<file path="src/rtl/keypad_decoder_if.sv">
// Keypad-side signal bundle: row sense and column drive, plus the decoded event
// strobes and data that feed the calculator sequencer.
interface keypad_decoder_if;
  logic [3:0] row_in;
  logic [3:0] col_out;
  logic       is_num;
  logic       is_op;
  logic       is_eq;
  logic       is_clr;
  logic [3:0] num_val;
  logic [1:0] op_val;

  modport master (
    output row_in,
    input  col_out, is_num, is_op, is_eq, is_clr, num_val, op_val
  );

  modport slave (
    input  row_in,
    output col_out, is_num, is_op, is_eq, is_clr, num_val, op_val
  );
endinterface

</file>
<file path="src/rtl/keypad_decoder.sv">
// 4x4 matrix keypad scanner with row synchroniser, press/release debounce and
// key decode producing one single-cycle event per physical press.
//   state     | meaning
//   SCAN      | drive one column per dwell period, look for a low row
//   DEB_PRESS | captured row pattern must stay stable for DEBOUNCE cycles
//   EMIT      | one cycle with the decoded strobe high
//   WAIT_REL  | all rows must read high for DEBOUNCE cycles before rescanning
module keypad_decoder #(
  parameter int SCAN_DIV = 1000,
  parameter int DEBOUNCE = 50000
) (
  input  logic            clk,
  input  logic            rst,
  keypad_decoder_if.slave kp
);

  localparam int DW = (SCAN_DIV > 2) ? $clog2(SCAN_DIV) : 1;
  localparam int CW = $clog2(DEBOUNCE + 1);

  typedef enum logic [1:0] {
    SCAN      = 2'd0,
    DEB_PRESS = 2'd1,
    EMIT      = 2'd2,
    WAIT_REL  = 2'd3
  } state_t;

  state_t        state_q;
  logic [3:0]    row_m_q;
  logic [3:0]    row_s_q;
  logic [DW-1:0] dwell_q;
  logic [CW-1:0] cnt_q;
  logic [1:0]    col_q;
  logic [3:0]    cap_q;
  logic          is_num_q;
  logic          is_op_q;
  logic          is_eq_q;
  logic          is_clr_q;
  logic [3:0]    num_val_q;
  logic [1:0]    op_val_q;

  logic          one_zero_d;
  logic [1:0]    row_idx_d;
  logic          num_d;
  logic          op_d;
  logic          eq_d;
  logic          clr_d;
  logic [3:0]    num_val_d;
  logic [1:0]    op_val_d;

  // Decode of the captured pattern; col_q is frozen from capture until release.
  always_comb begin
    one_zero_d = 1'b1;
    row_idx_d  = 2'd0;
    num_d      = 1'b0;
    op_d       = 1'b0;
    eq_d       = 1'b0;
    clr_d      = 1'b0;
    num_val_d  = 4'd0;
    op_val_d   = 2'd0;
    case (cap_q)
      4'b1110: row_idx_d = 2'd0;
      4'b1101: row_idx_d = 2'd1;
      4'b1011: row_idx_d = 2'd2;
      4'b0111: row_idx_d = 2'd3;
      default: one_zero_d = 1'b0;
    endcase
    if (col_q == 2'd3) begin
      op_d     = 1'b1;
      op_val_d = row_idx_d;
    end else if (row_idx_d == 2'd3) begin
      case (col_q)
        2'd0:    clr_d = 1'b1;
        2'd1:    num_d = 1'b1;
        default: eq_d  = 1'b1;
      endcase
    end else begin
      num_d     = 1'b1;
      num_val_d = 4'(row_idx_d) * 4'd3 + 4'(col_q) + 4'd1;
    end
  end

  always_ff @(posedge clk) begin
    if (rst) begin
      state_q   <= SCAN;
      row_m_q   <= 4'hF;
      row_s_q   <= 4'hF;
      dwell_q   <= '0;
      cnt_q     <= '0;
      col_q     <= 2'd0;
      cap_q     <= 4'hF;
      is_num_q  <= 1'b0;
      is_op_q   <= 1'b0;
      is_eq_q   <= 1'b0;
      is_clr_q  <= 1'b0;
      num_val_q <= 4'd0;
      op_val_q  <= 2'd0;
    end else begin
      row_m_q  <= kp.row_in;
      row_s_q  <= row_m_q;
      is_num_q <= 1'b0;
      is_op_q  <= 1'b0;
      is_eq_q  <= 1'b0;
      is_clr_q <= 1'b0;
      case (state_q)
        SCAN: begin
          if (dwell_q == DW'(SCAN_DIV - 1)) begin
            dwell_q <= '0;
            if (row_s_q != 4'hF) begin
              cap_q   <= row_s_q;
              cnt_q   <= '0;
              state_q <= DEB_PRESS;
            end else begin
              col_q <= col_q + 2'd1;
            end
          end else begin
            dwell_q <= dwell_q + 1'b1;
          end
        end
        DEB_PRESS: begin
          if (row_s_q != cap_q) begin
            dwell_q <= '0;
            state_q <= SCAN;
          end else if (cnt_q == CW'(DEBOUNCE - 1)) begin
            cnt_q   <= CW'(DEBOUNCE);
            state_q <= EMIT;
            // Strobes are raised here so they are high exactly during EMIT.
            if (one_zero_d) begin
              is_num_q <= num_d;
              is_op_q  <= op_d;
              is_eq_q  <= eq_d;
              is_clr_q <= clr_d;
              if (num_d) num_val_q <= num_val_d;
              if (op_d)  op_val_q  <= op_val_d;
            end
          end else begin
            cnt_q <= cnt_q + 1'b1;
          end
        end
        EMIT: begin
          cnt_q   <= '0;
          state_q <= WAIT_REL;
        end
        WAIT_REL: begin
          if (row_s_q != 4'hF) begin
            cnt_q <= '0;
          end else if (cnt_q == CW'(DEBOUNCE - 1)) begin
            cnt_q   <= '0;
            dwell_q <= '0;
            col_q   <= col_q + 2'd1;
            state_q <= SCAN;
          end else begin
            cnt_q <= cnt_q + 1'b1;
          end
        end
        default: state_q <= SCAN;
      endcase
    end
  end

  assign kp.col_out = ~(4'b0001 << col_q);
  assign kp.is_num  = is_num_q;
  assign kp.is_op   = is_op_q;
  assign kp.is_eq   = is_eq_q;
  assign kp.is_clr  = is_clr_q;
  assign kp.num_val = num_val_q;
  assign kp.op_val  = op_val_q;

endmodule

</file>
<file path="src/flat_wrapper.sv">
// flat-port wrapper written by rule: the top's interface ports become plain ports
module keypad_decoder_flat 
#(
  parameter int SCAN_DIV = 1000,
  parameter int DEBOUNCE = 50000
)
  (clk, rst, kp_row_in, kp_col_out, kp_is_num, kp_is_op, kp_is_eq, kp_is_clr, kp_num_val, kp_op_val);
  keypad_decoder_if kp_i ();
  input  logic clk;
  input  logic rst;
  input wire logic [$bits(kp_i.row_in)-1:0] kp_row_in;
  output wire logic [$bits(kp_i.col_out)-1:0] kp_col_out;
  output wire logic [$bits(kp_i.is_num)-1:0] kp_is_num;
  output wire logic [$bits(kp_i.is_op)-1:0] kp_is_op;
  output wire logic [$bits(kp_i.is_eq)-1:0] kp_is_eq;
  output wire logic [$bits(kp_i.is_clr)-1:0] kp_is_clr;
  output wire logic [$bits(kp_i.num_val)-1:0] kp_num_val;
  output wire logic [$bits(kp_i.op_val)-1:0] kp_op_val;
  assign kp_i.row_in = kp_row_in;
  assign kp_col_out = kp_i.col_out;
  assign kp_is_num = kp_i.is_num;
  assign kp_is_op = kp_i.is_op;
  assign kp_is_eq = kp_i.is_eq;
  assign kp_is_clr = kp_i.is_clr;
  assign kp_num_val = kp_i.num_val;
  assign kp_op_val = kp_i.op_val;
  keypad_decoder #(.SCAN_DIV(SCAN_DIV), .DEBOUNCE(DEBOUNCE)) u_core (.clk(clk), .rst(rst), .kp(kp_i));
endmodule
</file>
<file path="config.mk">
export PLATFORM = sky130hd
export DESIGN_NAME = keypad_decoder_flat
export DESIGN_NICKNAME = d
export VERILOG_FILES = /design/src/rtl/keypad_decoder_if.sv /design/src/rtl/keypad_decoder.sv /design/src/flat_wrapper.sv
export SDC_FILE = /design/constraint.sdc
export NUM_CORES = 1
export LEC_CHECK = 0
export CORE_MARGIN = 2
export CORE_UTILIZATION = 53
export DETAILED_ROUTE_END_ITERATION = 10
export GPL_TIMING_DRIVEN = 0
export PLACE_DENSITY = 0.76
export RECOVER_POWER = 50
export SYNTH_ARGS = -nofsm -noshare
export SYNTH_HDL_FRONTEND = slang
export SYNTH_SLANG_ARGS = --single-unit
</file>
<file path="constraint.sdc">
create_clock -name clk -period 2.3 [get_ports clk]
set_input_delay 0.69 -clock clk [delete_from_list [all_inputs] [get_ports clk]]
set_output_delay 0.69 -clock clk [all_outputs]
set_load 0.005 [all_outputs]
</file>
== Word-level counts from Yosys, hierarchy flattened ==
Cells that the tools add are included.

* Register bits: 52
* Latch bits: 0
* Bits in writable memories: 0
* Memory bits (read-only): 0
* Input port bits: 6
* Memories: 0

* Add/sub/neg operators: 5
* Multiply operators: 1
* Div/mod/pow operators: 0
* $lt $le $gt $ge: 0
* Equality and inequality tests: 22
* Shift-type cells: 1
* Mux-type cells: 35
* Bitwise logic cells: 6
* Reduce and logical (&&, ||, !) cells: 15

{| class="wikitable"
|+ Operators by type and width
! cell !! count
|-
| two-way mux 16 bit || 6
|-
| one-hot mux 16 bit (4 select lines) || 1
|-
| two-way mux 10 bit || 4
|-
| one-hot mux 10 bit (3 select lines) || 1
|-
| two-way mux 2 bit || 11
|-
| AND reduction 5 bit || 4
|-
| adder 16 x 1 -> 16 bit (second input constant) || 1
|-
| equality test 16 bit (second input constant) || 1
|-
| equality test 4 bit (second input constant) || 3
|-
| adder 10 x 1 -> 10 bit (second input constant) || 1
|-
| equality test 10 bit (second input constant) || 1
|-
| equality test 2 bit (second input constant) || 4
|-
| two-way mux 4 bit || 2
|-
| inequality test 2 x 1 -> 1 bit (second input constant) || 4
|-
| one-hot mux 2 bit (4 select lines) || 1
|-
| two-way mux 1 bit || 7
|-
| OR reduction 7 bit || 1
|-
| inequality test 2 bit (second input constant) || 3
|-
| one-hot mux 2 bit (3 select lines) || 1
|-
| AND reduction 3 bit || 2
|-
| NOT 1 bit || 5
|-
| OR reduction 5 bit || 1
|-
| adder 4 x 1 -> 4 bit (second input constant) || 1
|-
| adder 4 x 2 -> 4 bit || 1
|-
| other kinds (16) || 18
|}

== Longest topological paths before layout ==
* Depth in word-level cells: 7
* Depth in mapped cells: 9
* Gate-level depth less buffers: 8

== Least setup slack after synthesis ==
No wires, ideal clock.

* Path type: flip-flop to flip-flop
* Start: reg u_core.cap_q[1]
* End: reg u_core.num_val_q[2], in the netlist u_core.kp.num_val[2]
* Setup time: 73 ps
* Data arrival time: 2094 ps
* Data required time: 2227 ps
* Slack: 132 ps
* Cell stages (with the launch flop): 10
* Path buffers: 1
* Clock period less this slack: 2168 ps
* Cells stage by stage: dfxtp_1 -> buf_6 -> xor2_1 -> and3_1 -> fa_1 -> inv_1 -> fa_1 -> xnor2_1 -> nand3_1 -> mux2i_1

* Cells in the longest elaborated chain, start to end: 7

{| class="wikitable"
|+ Ends and longest elaborated chain
! element !! line !! text
|-
| start: declaration || keypad_decoder.sv:33 || <nowiki>logic [3:0] cap_q;</nowiki>
|-
| start signal: assignment || keypad_decoder.sv:109 || <nowiki>cap_q <= row_s_q;</nowiki>
|-
| equality test 4 x 3 -> 1 bit / equality test 4 bit (equally long branches) || keypad_decoder.sv:60 || <nowiki>case (cap_q)</nowiki>
|-
| one-hot mux 2 bit (3 select lines) || keypad_decoder.sv:60 ||
|-
| multiplier 2 x 2 -> 4 bit || keypad_decoder.sv:78 || <nowiki>num_val_d = 4'(row_idx_d) * 4'd3 + 4'(col_q) + 4'd1;</nowiki>
|-
| adder 4 x 2 -> 4 bit || keypad_decoder.sv:78 ||
|-
| adder 4 x 1 -> 4 bit || keypad_decoder.sv:78 ||
|-
| two-way mux 4 bit || keypad_decoder.sv:70 || <nowiki>end else if (row_idx_d == 2'd3) begin</nowiki>
|-
| two-way mux 4 bit || keypad_decoder.sv:67 || <nowiki>if (col_q == 2'd3) begin</nowiki>
|-
| end signal: assignment || keypad_decoder.sv:132 || <nowiki>if (num_d) num_val_q <= num_val_d;</nowiki>
|-
| end: declaration || keypad_decoder.sv:38 || <nowiki>logic [3:0] num_val_q;</nowiki>
|}

Several ways; a longest one is shown, not always the timed one.
A chain may end at the register's enable or synchronous reset.

== Worst setup path after layout ==
* Start: reg u_core.col_q[0]
* End: out kp_col_out[3]

* Cells in the longest elaborated chain, start to end: 2

{| class="wikitable"
|+ Ends and longest elaborated chain
! element !! line !! text
|-
| start: declaration || keypad_decoder.sv:32 || <nowiki>logic [1:0] col_q;</nowiki>
|-
| start signal: assignment || keypad_decoder.sv:113 || <nowiki>col_q <= col_q + 2'd1;</nowiki>
|-
| start signal: assignment || keypad_decoder.sv:149 || <nowiki>col_q <= col_q + 2'd1;</nowiki>
|-
| left shift 1 x 2 -> 4 bit || keypad_decoder.sv:160 || <nowiki>assign kp.col_out = ~(4'b0001 << col_q);</nowiki>
|-
| NOT 4 bit || keypad_decoder.sv:160 ||
|-
| end: declaration || flat_wrapper.sv:12 || <nowiki>output wire logic [$bits(kp_i.col_out)-1:0] kp_col_out;</nowiki>
|}

No other way between the ends.

==> results_dict.tcl <==
set metrics [dict create \
    grt.overflow.total 0 \
    slew_viol_final 0 \
    firstDrtPassIters 4 \
    cts_tree "built" \
    synth.distinct_cells 52 \
    fin_crit_ns 2.25 \
    grt_usage 0.219 \
    syn_nets 343 \
    grt_pass1_wl_mm 10.7 \
    rows 26 \
    grt_pass1_vias 2291 \
    vdd_drop_max_mv 0.379 \
    synth-seq-cells 52 \
    syn_area_sq_um 2900 \
    p_total_mw 1.73 \
    htreeDepth 2 \
    hpwl_mm 4.43 \
    crit_type "reg2out" \
    synthMuxAreaShare 0.0491 \
    synth_edf_count 0 \
    synthSimpleGateAreaFrac 0.277 \
    ant_nets 0 \
    layout_commonest_cell "dfxtp_1" \
    clock_sinks 52 \
    clock_skew_ns 0.00850 \
    grt_max_degree 20 \
    status "finished clean" \
    wl_per_cell_um 15.0 \
    clk_latency_ns 0.32 \
    cellLeakagePower_nw 1.26 \
    path_max_fanout 5 \
    worstSetupEndpointType "output port" \
    max_freq_mhz 445 \
    cts_made_buffers 5 \
    path_cells "ha_1 > inv_2 > clkdlybuf4s50_1" \
    drcViolationCount 0 \
    pwr-share-seq 0.543 \
    num_io_pins 20 \
    setup_ws_ns 0.0506 \
    final_cell_mix "dfxtp_1 (47), nand2_1 (28), nand3_1 (19)" \
    routed_via_density 5.90 \
    net-switching-power_uw 493 \
    core-area_sq_um 5200 \
    cp_slowest_cell "clkdlybuf4s50_1" \
    max-slew-margin-rel 0.579 \
    wl_mm 6.31 \
    seq_area_frac_synth 0.359 \
    path_delay_family "buffers and inverters" \
    drive_gt1_frac 0.157 \
    synth_top_family_by_area "simple AND/OR/NAND/NOR gates" \
    p_int_mw 1.24 \
    cts_max_path_buffers 2 \
    antenna_found_initial 0 \
    sw_frac_of_total 0.285 \
    power_density_nw_per_um2 512 \
    p_clk_frac 0.332 \
    rsz0062_at_grt "true" \
    syn2layout_area_growth_pct 16.5 \
    drv_cap 0 \
    dr_total_vias 2479 \
    holdBufCountCts 0 \
    root_buffer "clkbuf_8" \
    synthArstFlopShare 0 \
    cp.required_ns 1.61 \
    drt_iter0_drc 154 \
    setup_viol 0 \
    io_buffers 18 \
    arrival_ns 1.56 \
    synth-adder-area-share 0.0784 \
    max_stage_delay_ns 0.51 \
    synthXorXnorAreaFrac 0.0478 \
    gp_congestion 0.843 \
    clk_pin_slew_ns 0.10 \
    die_w_um 78.0 \
    start_util 0.558 \
    synth_compound_area_frac 0.146 \
    critical_path_buf_inv_count 2 \
    final-hold-violation-count 0 \
    syn_avg_cell_area_sq_um 9.07 \
    synth_warnings 0 \
    combPwrFrac 0.125 \
    dieArea_sq_um 6080 \
    fin_nets 372 \
    syn-instance-count 320 \
    period_share 0.978 \
    hold_class "reg2reg" \
    place_ws_ns -0.0529 \
    die_h_um 78.0 \
    tightest_slew_ns 0.626 \
    start_kind "register" \
    num_antenna_cells 0 \
    ys.flop_type "dfxtp_1" \
]
[per-stage QoR]
step	setup TNS [ns]	area (sq um)	util	hold WS, ns	cells
detailed placement	-0.306	3170	0.609	0.393	408
global route	-0.123	3380	0.650	0.431	420
CTS	0	3290	0.633	0.420	417
floorplan	0	2900	-	0.389	320
global placement	-0.270	3170	0.609	0.391	408
finish	0	3380	0.650	0.417	420
[worst paths after layout]
check | start | cells past startpoint | slack (ns) | end
worst max-delay path | u_core.col_q[0] | 3 | 0.05 | kp_col_out[3]
worst min-delay path | u_core.row_m_q[2] | 1 | 0.42 | u_core.row_s_q[2]
worst max register to register | u_core.state_q[0] | 7 | 0.07 | u_core.dwell_q[7]
worst min register to register | u_core.row_m_q[2] | 1 | 0.42 | u_core.row_s_q[2]
[routing by layer]
layer	GRT usage	up-vias	wire length, um
li1	-	1246	-
met1	0.299	1181	2970
met2	0.353	46	3040
met3	0.0465	6	238
met4	0.0544	0	54
met5	0	-	0
[cell type report]
class | instances | area, sq um
fill | 451 | 1820
sequential | 52 | 1050
buffer | 14 | 73.8
multi-input combinational | 239 | 1790
clock inverter | 3 | 28.8
clock buffer | 5 | 68.8
inverter | 13 | 48.8
tap | 70 | 87.6
timing repair buffer | 24 | 225
[synth_stat cells (all sizes together) (2+ instances only)]
cell / n / area [sq um]
a211oi: 2 / 20.0
dfxtp: 52 / 1040
nor3: 18 / 90.1
fa: 2 / 40.0
nand3b: 3 / 22.5
mux2: 2 / 22.5
and3: 8 / 50.1
or2: 8 / 50.1
nor2: 14 / 55.1
o21ai: 5 / 25.0
a311oi: 3 / 26.3
o31ai: 6 / 45.0
or4: 2 / 15.0
xor2: 12 / 113
or4b: 6 / 60.1
inv: 13 / 48.8
nor4: 3 / 18.8
nor4b: 2 / 30.0
and4: 3 / 26.3
nand4: 10 / 62.6
xnor2: 3 / 26.3
nand2: 29 / 116
or3: 5 / 31.3
o41ai: 9 / 135
clkbuf: 10 / 37.5
nor2b: 2 / 12.5
nand3: 19 / 95.1
buf: 6 / 38.8
a21oi: 15 / 75.1
mux2i: 12 / 120
a31oi: 6 / 37.5
nand4b: 3 / 26.3
ha: 15 / 188
[cells by family after synthesis]
group | count (synthesis)
adder cells (fa/ha/maj) | 17
XOR/XNOR | 15
AND/OR/NAND/NOR | 140
flip-flops | 52
AO/OA/AOI/OAI | 53
multiplexers | 14
buffers and inverters | 29
[repair_timing]
item / CTS / global route
setup endpoints to repair: 15 / 25
pin swaps: 2 / 4
hold endpoints to repair: 0 / 0
gates resized for setup: 9 / 19
setup buffers: 2 / 4
[registers in the layout, indices dropped and copies added (netlist names), 2 cells and up, named ones only]
register / flops
u_core.kp.num_val: 4
u_core.kp.op_val: 2
u_core.col_q: 2
u_core.row_m_q: 4
u_core.dwell_q: 10
u_core.row_s_q: 4
u_core.cnt_q: 16
u_core.cap_q: 4
[worst register-to-register path, cell delays in order, from the launching register on]
cell	delay, ns
dfxtp_1	0.43
inv_1	0.12
ha_1	0.25
clkbuf_1	0.28
nor4_1	0.42
o21ai_0	0.19
or3_1	0.34
a21oi_1	0.14
[power by group through the flow]
| stage | combinational, mW | clock, mW | sequential [mW] |
|---|---|---|---|
| after global placement | 0.199 | 0 | 0.962 |
| after global routing | 0.240 | 0.629 | 0.942 |
| after floorplan | 0.147 | 0 | 0.958 |
| after CTS | 0.203 | 0.587 | 0.943 |
| after detailed placement | 0.201 | 0 | 0.963 |
| final | 0.217 | 0.575 | 0.939 |
Note: power is estimated with default switching activity, not from simulation.
